### config.mk
export PLATFORM = sky130hd
export DESIGN_NAME = instr_encoder
export DESIGN_NICKNAME = d
export VERILOG_FILES = /design/src/rtl/instr_encoder.sv
export SDC_FILE = /design/constraint.sdc
export NUM_CORES = 1
export LEC_CHECK = 0
export CAP_MARGIN = 20
export CORE_MARGIN = 2
export CORE_UTILIZATION = 30
export CTS_CLUSTER_DIAMETER = 30
export DETAILED_ROUTE_END_ITERATION = 8
export HOLD_SLACK_MARGIN = 0.02
export PLACE_DENSITY = 0.47
export SYNTH_ARGS = -nofsm -noshare
export SYNTH_HDL_FRONTEND = slang
export SYNTH_SLANG_ARGS = --single-unit
### constraint.sdc
create_clock -name clk -period 3 [get_ports clk]
set_input_delay 0.3 -clock clk [delete_from_list [all_inputs] [get_ports clk]]
set_output_delay 0.3 -clock clk [all_outputs]
set_load 0.01 [all_outputs]
### src/rtl/instr_encoder.sv
// RV32I field-to-word encoder feeding a small output FIFO with valid/ready on both sides.
// Optional macro IMM_CHECK_EN adds per-format immediate range/alignment checking.
module instr_encoder #(
   parameter int unsigned DEPTH = 4,
   parameter int unsigned CW    = 16
) (
   input  logic                       clk,
   input  logic                       rst_n,
   input  logic                       flush,
   input  logic                       in_valid,
   output logic                       in_ready,
   input  logic [6:0]                 opcode_in,
   input  logic [2:0]                 funct3_in,
   input  logic [6:0]                 funct7_in,
   input  logic [4:0]                 rs1_addr_in,
   input  logic [4:0]                 rs2_addr_in,
   input  logic [4:0]                 rd_addr_in,
   input  logic [31:0]                imm_in,
   output logic                       out_valid,
   input  logic                       out_ready,
   output logic [31:0]                instr_out,
   output logic                       err_out,
   output logic [$clog2(DEPTH):0]     level_out,
   output logic [CW-1:0]              enc_cnt_out
);

   localparam int unsigned PW = $clog2(DEPTH);
   localparam int unsigned LW = PW + 1;

   localparam logic [6:0] OPC_LOAD   = 7'b0000011;
   localparam logic [6:0] OPC_ALI    = 7'b0010011;
   localparam logic [6:0] OPC_JALR   = 7'b1100111;
   localparam logic [6:0] OPC_STORE  = 7'b0100011;
   localparam logic [6:0] OPC_BRANCH = 7'b1100011;
   localparam logic [6:0] OPC_JAL    = 7'b1101111;
   localparam logic [6:0] OPC_LUI    = 7'b0110111;
   localparam logic [6:0] OPC_AUIPC  = 7'b0010111;
   localparam logic [6:0] OPC_ALU    = 7'b0110011;
   localparam logic [31:0] NOP_WORD  = 32'h0000_0013;

   typedef struct packed {
      logic        err;
      logic [31:0] instr;
   } entry_t;

   entry_t          mem_q [DEPTH];
   entry_t          new_entry_c;
   entry_t          head_q, head_d;
   logic [PW-1:0]   wr_ptr_q, wr_ptr_d;
   logic [PW-1:0]   rd_ptr_q, rd_ptr_d;
   logic [LW-1:0]   level_q, level_d;
   logic [CW-1:0]   cnt_q, cnt_d;
   logic            out_valid_q, out_valid_d;
   logic            in_ready_q, in_ready_d;
   logic            push_c, pop_c;
   logic [31:0]     word_c;
   logic            bad_c;

   // Field packing per format; unknown opcodes become a flagged NOP
   always_comb begin
      word_c = NOP_WORD;
      bad_c  = 1'b0;
      unique case (opcode_in)
         OPC_LOAD, OPC_ALI, OPC_JALR: begin
            word_c = {imm_in[11:0], rs1_addr_in, funct3_in, rd_addr_in, opcode_in};
`ifdef IMM_CHECK_EN
            bad_c  = (imm_in != {{20{imm_in[11]}}, imm_in[11:0]});
`endif
         end
         OPC_STORE: begin
            word_c = {imm_in[11:5], rs2_addr_in, rs1_addr_in, funct3_in, imm_in[4:0], opcode_in};
`ifdef IMM_CHECK_EN
            bad_c  = (imm_in != {{20{imm_in[11]}}, imm_in[11:0]});
`endif
         end
         OPC_BRANCH: begin
            word_c = {imm_in[12], imm_in[10:5], rs2_addr_in, rs1_addr_in, funct3_in,
                      imm_in[4:1], imm_in[11], opcode_in};
`ifdef IMM_CHECK_EN
            bad_c  = imm_in[0] || (imm_in != {{19{imm_in[12]}}, imm_in[12:0]});
`endif
         end
         OPC_JAL: begin
            word_c = {imm_in[20], imm_in[10:1], imm_in[11], imm_in[19:12], rd_addr_in, opcode_in};
`ifdef IMM_CHECK_EN
            bad_c  = imm_in[0] || (imm_in != {{11{imm_in[20]}}, imm_in[20:0]});
`endif
         end
         OPC_LUI, OPC_AUIPC: begin
            word_c = {imm_in[31:12], rd_addr_in, opcode_in};
`ifdef IMM_CHECK_EN
            bad_c  = (imm_in[11:0] != 12'h000);
`endif
         end
         OPC_ALU: begin
            word_c = {funct7_in, rs2_addr_in, rs1_addr_in, funct3_in, rd_addr_in, opcode_in};
         end
         default: begin
            word_c = NOP_WORD;
            bad_c  = 1'b1;
         end
      endcase
      new_entry_c.err   = bad_c;
      new_entry_c.instr = word_c;
   end

   // FIFO bookkeeping; flush overrides both push and pop
   always_comb begin
      push_c      = in_valid && in_ready_q && !flush;
      pop_c       = out_valid_q && out_ready && !flush;
      wr_ptr_d    = wr_ptr_q;
      rd_ptr_d    = rd_ptr_q;
      level_d     = level_q;
      cnt_d       = cnt_q;
      head_d      = '0;
      if (flush) begin
         wr_ptr_d = '0;
         rd_ptr_d = '0;
         level_d  = '0;
      end else begin
         if (push_c) begin
            wr_ptr_d = wr_ptr_q + PW'(1);
            cnt_d    = cnt_q + CW'(1);
         end
         if (pop_c) begin
            rd_ptr_d = rd_ptr_q + PW'(1);
         end
         case ({push_c, pop_c})
            2'b10:   level_d = level_q + LW'(1);
            2'b01:   level_d = level_q - LW'(1);
            default: level_d = level_q;
         endcase
      end
      out_valid_d = (level_d != '0);
      in_ready_d  = (level_d < LW'(DEPTH));
      // Head is the incoming bundle when it lands in the slot about to be presented
      if (level_d != '0) begin
         if (push_c && (wr_ptr_q == rd_ptr_d)) begin
            head_d = new_entry_c;
         end else begin
            head_d = mem_q[rd_ptr_d];
         end
      end
   end

   always_ff @(posedge clk) begin
      if (push_c) begin
         mem_q[wr_ptr_q] <= new_entry_c;
      end
   end

   always_ff @(posedge clk or negedge rst_n) begin
      if (!rst_n) begin
         wr_ptr_q    <= '0;
         rd_ptr_q    <= '0;
         level_q     <= '0;
         cnt_q       <= '0;
         head_q      <= '0;
         out_valid_q <= 1'b0;
         in_ready_q  <= 1'b1;
      end else begin
         wr_ptr_q    <= wr_ptr_d;
         rd_ptr_q    <= rd_ptr_d;
         level_q     <= level_d;
         cnt_q       <= cnt_d;
         head_q      <= head_d;
         out_valid_q <= out_valid_d;
         in_ready_q  <= in_ready_d;
      end
   end

   assign in_ready    = in_ready_q;
   assign out_valid   = out_valid_q;
   assign instr_out   = head_q.instr;
   assign err_out     = head_q.err;
   assign level_out   = level_q;
   assign enc_cnt_out = cnt_q;

endmodule

Word level (Yosys, flattened, before mapping)
Memories as Yosys holds them, arrays and structs flattened.
Cells that the tools add are included.
{"block": "totals", "regBits": 58, "inputBits": 69, "ram_bits": 132, "elab_cells": 52, "output_inout_bits": 54, "memories": 1}
{"name": "mem_q", "words": 4, "width": 33, "rd": 1, "rd_clocked_by_memory_dff": 0, "write_ports": 1, "line": "46", "source": "entry_t mem_q [DEPTH];"}
{"block": "op_classes", "n_bitwise": 1, "n_eq_ne": 12, "mux": 12, "add_sub_neg": 5, "n_reduce_logical": 12, "order_cmp": 1}
{"operator": "$pmux W32 S6", "count": 1}
{"operator": "$mux W33", "count": 2}
{"operator": "$eq A7 B6 Y1 const B", "count": 3}
{"operator": "$eq A7 B7 Y1 const B", "count": 3}
{"operator": "$add A16 B1 Y16 const B", "count": 1}
{"operator": "$eq A7 B5 Y1 const B", "count": 2}
{"operator": "$reduce_or A9 Y1", "count": 1}
{"operator": "$mux W2", "count": 4}
{"operator": "$eq A7 B2 Y1 const B", "count": 1}
{"operator": "$pmux W3 S2", "count": 1}
{"operator": "$logic_and A1 B1 Y1", "count": 5}
{"operator": "$add A2 B1 Y2 const B", "count": 2}
{"operator": "$add A3 B1 Y3 const B", "count": 1}
{"operator": "$lt A3 B3 Y1 const B", "count": 1}
{"operator": "$mux W1", "count": 3}
{"operator": "$mux W3", "count": 1}
{"operator": "$reduce_bool A3 Y1", "count": 1}
{"operator": "$reduce_or A3 Y1", "count": 1}
{"operator": "$sub A3 B1 Y3 const B", "count": 1}
{"operator": "$eq A2 B1 Y1 const B", "count": 1}
{"operator": "$eq A2 B2 Y1", "count": 1}
{"operator": "$eq A2 B2 Y1 const B", "count": 1}
{"operator": "$reduce_and A2 Y1", "count": 1}
{"operator": "$reduce_bool A2 Y1", "count": 1}
{"operator": "3 further kinds", "count": 3}

Logic depth before layout (Yosys ltp)
Gate-level depths: netlist of the first run.
{"block": "depth", "word_depth": 8, "depth_mapped": 12, "depth_no_buf": 9}

Worst setup path after synthesis of the first run
OpenSTA, ideal clock, no wires.
{"block": "synth_timing", "path_kind": "register to register", "from": "register in_ready_q, in the netlist in_ready", "to": "register head_q, in the netlist instr_out[11]", "setup_ps": 136, "path_buffers": 2, "setup_slack_ps": 231, "path_stages_with_launch": 12, "period_less_slack_ps": 2769, "t_required_ps": 2864, "arrival_time_ps": 2633, "cell_sequence": "dfstp_2 -> and3b_1 -> buf_2 -> inv_1 -> ha_1 -> fa_1 -> xnor2_1 -> or3_1 -> a21oi_1 -> nor3_2 -> clkbuf_1 -> a21oi_1"}
{"item": "start, declared", "line": "54", "source": "logic in_ready_q, in_ready_d;"}
{"item": "start signal, assigned", "line": "168", "source": "in_ready_q <= in_ready_d;"}
{"item": "end signal, assigned", "line": "158", "source": "head_q <= '0;"}
{"item": "end signal, assigned", "line": "166", "source": "head_q <= head_d;"}
{"item": "end, declared", "line": "48", "source": "entry_t head_q, head_d;"}

==> results_dict.tcl, run 1 <==
set metrics [dict create \
    wl_per_cell_um 20.5 \
    fmax_mhz 363 \
    yosysUniqueCellTypes 62 \
    drive_gt1_share_pct 16.8 \
    holdBufCountCts 0 \
    worstPathRequired_ns 3.34 \
    ctsResizeCount 0 \
    die_w_um 170 \
    switching_power_mw 1.76 \
    r2r_slack_ns 0.24 \
    path_depth 10 \
    swShare_pct 27.1 \
    firstDrtPassIters 4 \
    crit_slowest_cell "dfstp_2" \
    dp.cells 1068 \
    status "complete, no violations" \
    fin_hold_ws_ns 0.0667 \
    fin_setup_tns_ns 0 \
    slew-limit-headroom_pct 38.2 \
    rsz0062_at_grt "no" \
    worst-path-buf-inv 2 \
    pwr-share-comb_pct 17.6 \
    boundaryPins 123 \
    skew_ns 0.0121 \
    dp_slack_ns -0.0745 \
    fin_cells 1100 \
    drc 0 \
    viasPerCell 4.86 \
    gp_congestion 0.756 \
    cts_tree "built" \
    grt_antenna_before_repair 0 \
    hpwl_um 14800 \
    worstSetupEndpoint "instr_out[14]" \
    ys.flop_type "edfxtp_1" \
    cp-end-kind "register" \
    cpMostUsedCell "a21oi_1" \
    p_int_mw 4.74 \
    clock_latency_ns 0.43 \
    initial_core_util_pct 30.7 \
    crit_family "simple AND/OR/NAND/NOR gates" \
    final_common_cell "edfxtp_1" \
    clk_pin_slew_ns 0.08 \
    ir_drop_mv 0.375 \
    cp_max_fo 11 \
    reg2reg_from "in_ready" \
    grt_max_degree 59 \
    drv_cap 0 \
    syn_inst 568 \
    slew_violations 0 \
    antenna_cells 0 \
    cp.arrival_ns 3.10 \
    drtIter0Drc 414 \
    avgSynthCellArea_um2 14.6 \
    min_path_type "input port to async pin" \
    layout_common_cells "132 x edfxtp_1, 121 x clkdlybuf4s50_1, 57 x dfrtp_1" \
    cts.sinks 190 \
    grt_pass1_wl_um 33600 \
    rr_worst_depth 10 \
    setup_slack_ns 0.245 \
    synth_edf_count 132 \
    startpoint_type "register" \
    clkPwrFrac_pct 35.0 \
    core_um2 27100 \
    clock_tree.buffer_depth 2 \
    timing.rr.end "instr_out[14]" \
    ctsHtreeMaxLevel 4 \
    placed_cell_area_um2 10100 \
    crit_chain "and3b_1 > inv_1 > ha_1 > fa_1 > xnor2_1 > or3_1 > a21oi_1 > nor3_4 > buf_4 > a21oi_1" \
    areaGrowthSynthToFinish_pct 29.1 \
    finalInstanceArea_um2 10700 \
    num_rows 60 \
    post-route-period-util_pct 91.8 \
    tightestPinTransition_ns 0.924 \
    setup.worst_path.start "in_ready" \
    grt_usage_pct 15.7 \
    setup_viol_count_final 0 \
    die_area_um2 29100 \
    cts_inserted_buffers 17 \
    synth-seq-area-share_pct 65.2 \
    portBuffers 122 \
    grt_overflow 0 \
    p_leak_nw 4.10 \
    mappedNetlistArea_um2 8310 \
    chipHeight_um 170 \
    yosys_warnings 0 \
    antenna_left 0 \
    first_global_vias 5520 \
    seqPwrFrac_pct 47.4 \
    cts_root_buf "clkbuf_16" \
    powerDensity_nw_per_um2 606 \
    post-cts-setup-buffer-count 0 \
    total_power_mw 6.50 \
    vias 5345 \
    hold_violations 0 \
    path_class "register to register" \
    period_needed_ns 2.76 \
    finalNetCount 791 \
    drt-total-wl_um 22600 \
    async_flop_share_pct 30.5 \
    max_stage_delay_ns 0.56 \
    synth_seq_cells 190 \
    utilization_pct 39.6 \
]
## Yosys cell counts (10+ instances only)
cell type	n	share of area [%]
edfxtp_1	132	48
nand3_1	33	2.0
nand2_1	16	0.72
o211ai_1	12	1.1
xnor2_1	16	1.7
mux4_2	30	8.1
dfrtp_1	57	17
and2_1	15	1.1
or2_2	10	0.75
inv_1	29	1.3
a21oi_1	35	2.1
buf_2	11	0.66
clkbuf_1	15	0.68
o21ai_1	31	1.9
## cells by family after synthesis
logic type | share of synthesized area, %
compound gates | 9.59
xor+xnor | 2.11
fa+ha+maj | 1.14
buf+inv | 3.67
flops | 65.2
mux | 10.1
other cells | 0.0451
simple gates | 8.19
## cell type report
cell class	count	area [um^2]
inverters	30	115
fillers	2527	16400
clock buffers	17	425
clock inverters	15	169
multi-input cells	321	2640
flip-flops and latches	190	5420
well taps	372	465
repair buffers	155	1500
## layer usage
| layer | share of wire (%) | up-vias | global-route usage, % |
|---|---|---|---|
| li1 | - | 2448 | - |
| met1 | 44 | 2752 | 20.2 |
| met2 | 51 | 134 | 27.4 |
| met3 | 3.9 | 11 | 3.02 |
| met4 | 0.86 | 0 | 3.83 |
| met5 | 0 | - | 0 |
## state kept, by name (all words and copies together) (netlist names)
| signal | flops |
|---|---|
| out_valid | 1 |
| instr_out | 32 |
| mem_q | 132 |
| rd_ptr_q | 2 |
| in_ready | 1 |
| enc_cnt_out | 16 |
| err_out | 1 |
| wr_ptr_q | 2 |
| level_out | 3 |
## power groups by stage
stage          sequential (mW)  clock, mW  combinational, mW
6_report                  3.08       2.27               1.14
5_1_grt                   3.10       2.44               1.24
4_1_cts                   3.09       2.32               1.16
3_5_place_dp              3.15          0               1.16
3_3_place_gp              3.14          0               1.15
2_1_floorplan             3.17          0              0.513
## worst min-delay path by stage
stage                      end  slack (ns)  cells after the start
3_5_place_dp   enc_cnt_out[15]        0.46                      1
5_1_grt         enc_cnt_out[0]        0.11                      2
3_3_place_gp   enc_cnt_out[15]        0.46                      1
4_1_cts         enc_cnt_out[0]        0.08                      2
2_1_floorplan   enc_cnt_out[0]       0.004                      0
6_report        enc_cnt_out[0]        0.07                      2
(Power assumes the default switching activity.)
==> inputs of run 2 (changes only) <==
--- a/config.mk
+++ b/config.mk
@@ -10,6 +10,7 @@
 export CORE_UTILIZATION = 30
 export CTS_CLUSTER_DIAMETER = 30
 export DETAILED_ROUTE_END_ITERATION = 8
+export GPL_TIMING_DRIVEN = 0
 export HOLD_SLACK_MARGIN = 0.02
 export PLACE_DENSITY = 0.47
 export SYNTH_ARGS = -nofsm -noshare
==> run 2 against run 1 <==
  * Clock-buffer cell count grew 3
  * Sequential cell count is the same
  * Largest power group unchanged
  * Clock power shrank 6%
  * Sequential share of layout area shrank 0.21 points
  * Global-route usage grew 0.19 points
  * Largest cell class unchanged
==> results_dict.tcl, run 2 (synthesized netlist as in run 1, its figures left out) <==
set metrics [dict create \
    status "complete, no violations" \
    reg2reg_from "in_ready" \
    hold_violations 0 \
    num_rows 60 \
    pwr-share-comb_pct 18.9 \
    fin_hold_ws_ns 0.451 \
    largest_register_ffs 132 \
    regMostFlops "mem_q" \
    max_stage_delay_ns 0.56 \
    layout_common_cells "132 x edfxtp_1, 118 x clkdlybuf4s50_1, 57 x dfrtp_1" \
    grt_antenna_before_repair 0 \
    fin_cells 1109 \
    worst-path-buf-inv 4 \
    finalNetCount 800 \
    wl_per_cell_um 20.5 \
    grt_overflow 0 \
    final_common_cell "edfxtp_1" \
    fmax_mhz 346 \
    tightestPinTransition_ns 0.908 \
    gp_congestion 0.809 \
    utilization_pct 39.8 \
    hold_depth 2 \
    period_needed_ns 2.89 \
    setup_slack_ns 0.109 \
    clock_latency_ns 0.43 \
    slew_violations 0 \
    rr_worst_depth 12 \
    die_w_um 170 \
    switching_power_mw 1.72 \
    clkPwrFrac_pct 33.2 \
    crit_family "simple AND/OR/NAND/NOR gates" \
    boundaryPins 123 \
    ir_drop_mv 0.382 \
    p_int_mw 4.68 \
    drt-total-wl_um 22700 \
    cts_inserted_buffers 17 \
    antenna_cells 0 \
    swShare_pct 26.9 \
    cp.arrival_ns 3.22 \
    worstPathRequired_ns 3.33 \
    post-route-period-util_pct 96.4 \
    antenna_left 0 \
    slew-limit-headroom_pct 39.4 \
    path_class "register to register" \
    initial_core_util_pct 30.7 \
    crit_chain "and3b_2 > buf_6 > inv_1 > ha_2 > fa_1 > xnor2_1 > or3_4 > a21oi_4 > nor3_4 > buf_12 > buf_4 > a211oi_4" \
    cts_tree "built" \
    min_path_type "input port to register" \
    viasPerCell 4.87 \
    drv_cap 0 \
    min_from "opcode_in[5]" \
    vias 5405 \
    clk_pin_slew_ns 0.07 \
    cp_max_fo 10 \
    clock_tree.buffer_depth 2 \
    portBuffers 119 \
    cp-end-kind "register" \
    core_um2 27100 \
    skew_ns 0.0104 \
    cts_root_buf "clkbuf_16" \
    powerDensity_nw_per_um2 595 \
    crit_slowest_cell "dfstp_2" \
    r2r_slack_ns 0.11 \
    chipHeight_um 170 \
    dp.cells 1070 \
    dp_slack_ns -1.06 \
    hpwl_um 15700 \
    grt_max_degree 59 \
    areaGrowthSynthToFinish_pct 29.6 \
    ctsHtreeMaxLevel 4 \
    drive_gt1_share_pct 17.6 \
    seqPwrFrac_pct 47.9 \
    drtIter0Drc 311 \
    drc 0 \
    cts.sinks 190 \
    firstDrtPassIters 5 \
    timing.rr.end "instr_out[10]" \
    startpoint_type "register" \
    p_leak_nw 4.07 \
    first_global_vias 5655 \
    total_power_mw 6.41 \
    grt_usage_pct 15.9 \
    setup_viol_count_final 0 \
    min_to "mem_q[0][5]" \
    grt_pass1_wl_um 34000 \
    die_area_um2 29100 \
]
-- run 2: changes by cell type in the layout (fill, tap and decap cells not counted), moves of 5 or more --
cell / change
buf_4: -24
clkbuf_1: +14
buf_2: +10
buf_6: +9
a21oi_1: -6
a21oi_2: +5
-- run 2: timing repair --
action,CTS,global route
pin swaps,1,2
hold buffers,1,0
endpoints found under the hold margin,35,0
endpoints found under the setup margin,34,33
cloned,0,1
setup buffers,1,4
gates resized for setup,14,12
-- run 2: worst reg2reg max path, stage by stage, from the launching register on --
cell and delay (ns):
dfstp_2 0.56, and3b_2 0.22, buf_6 0.14, inv_1 0.07
ha_2 0.19, fa_1 0.38, xnor2_1 0.16, or3_4 0.35
a21oi_4 0.18, nor3_4 0.07, buf_12 0.15, buf_4 0.15
a211oi_4 0.18
-- run 2: how the worst max path moves through the flow --
stage                        start            end  slack, ns  depth (start not counted)
final                     in_ready  instr_out[10]       0.11                         12
after global routing      in_ready  instr_out[10]    -0.0007                         12
after CTS                 in_ready  instr_out[25]      0.006                         11
after detailed placement     flush  instr_out[17]      -1.06                         13
after global placement       flush  instr_out[23]      -1.05                         13
after floorplan           in_ready  instr_out[11]       0.23                         11
-- run 2: metrics by stage --
step	TNS [ns]	instance area (um^2)
4_1_cts	0	10700
6_report	0	10800
5_1_grt	-0.000684	10800
3_3_place_gp	-124.49	9990
2_1_floorplan	0	8340
3_5_place_dp	-31.28	10100
-- run 2: power by group through the flow --
stage	Sequential [mW]	Combinational, mW	Clock (mW)
final	3.07	1.21	2.13
after global routing	3.09	1.31	2.28
after global placement	3.12	1.13	0
after detailed placement	3.12	1.15	0
after floorplan	3.17	0.513	0
after CTS	3.07	1.18	2.17
-- run 2: routing by layer --
layer	part of all wire [%]	GRT usage, %	vias up	wire [um]
li1	-	-	2456	-
met1	43	20.2	2796	9730
met2	51	27.6	130	11700
met3	3.9	2.88	23	878
met4	1.8	4.98	0	412
met5	0	0	-	0
-- run 2: final cells by class --
cell class / count / area [um^2]
fill: 2546 / 16300
buffer: 34 / 219
inverter: 30 / 115
clock buffer: 20 / 447
tap: 372 / 465
timing repair buffer: 130 / 1330
multi-input combinational: 321 / 2670
sequential: 190 / 5420
clock inverter: 12 / 104
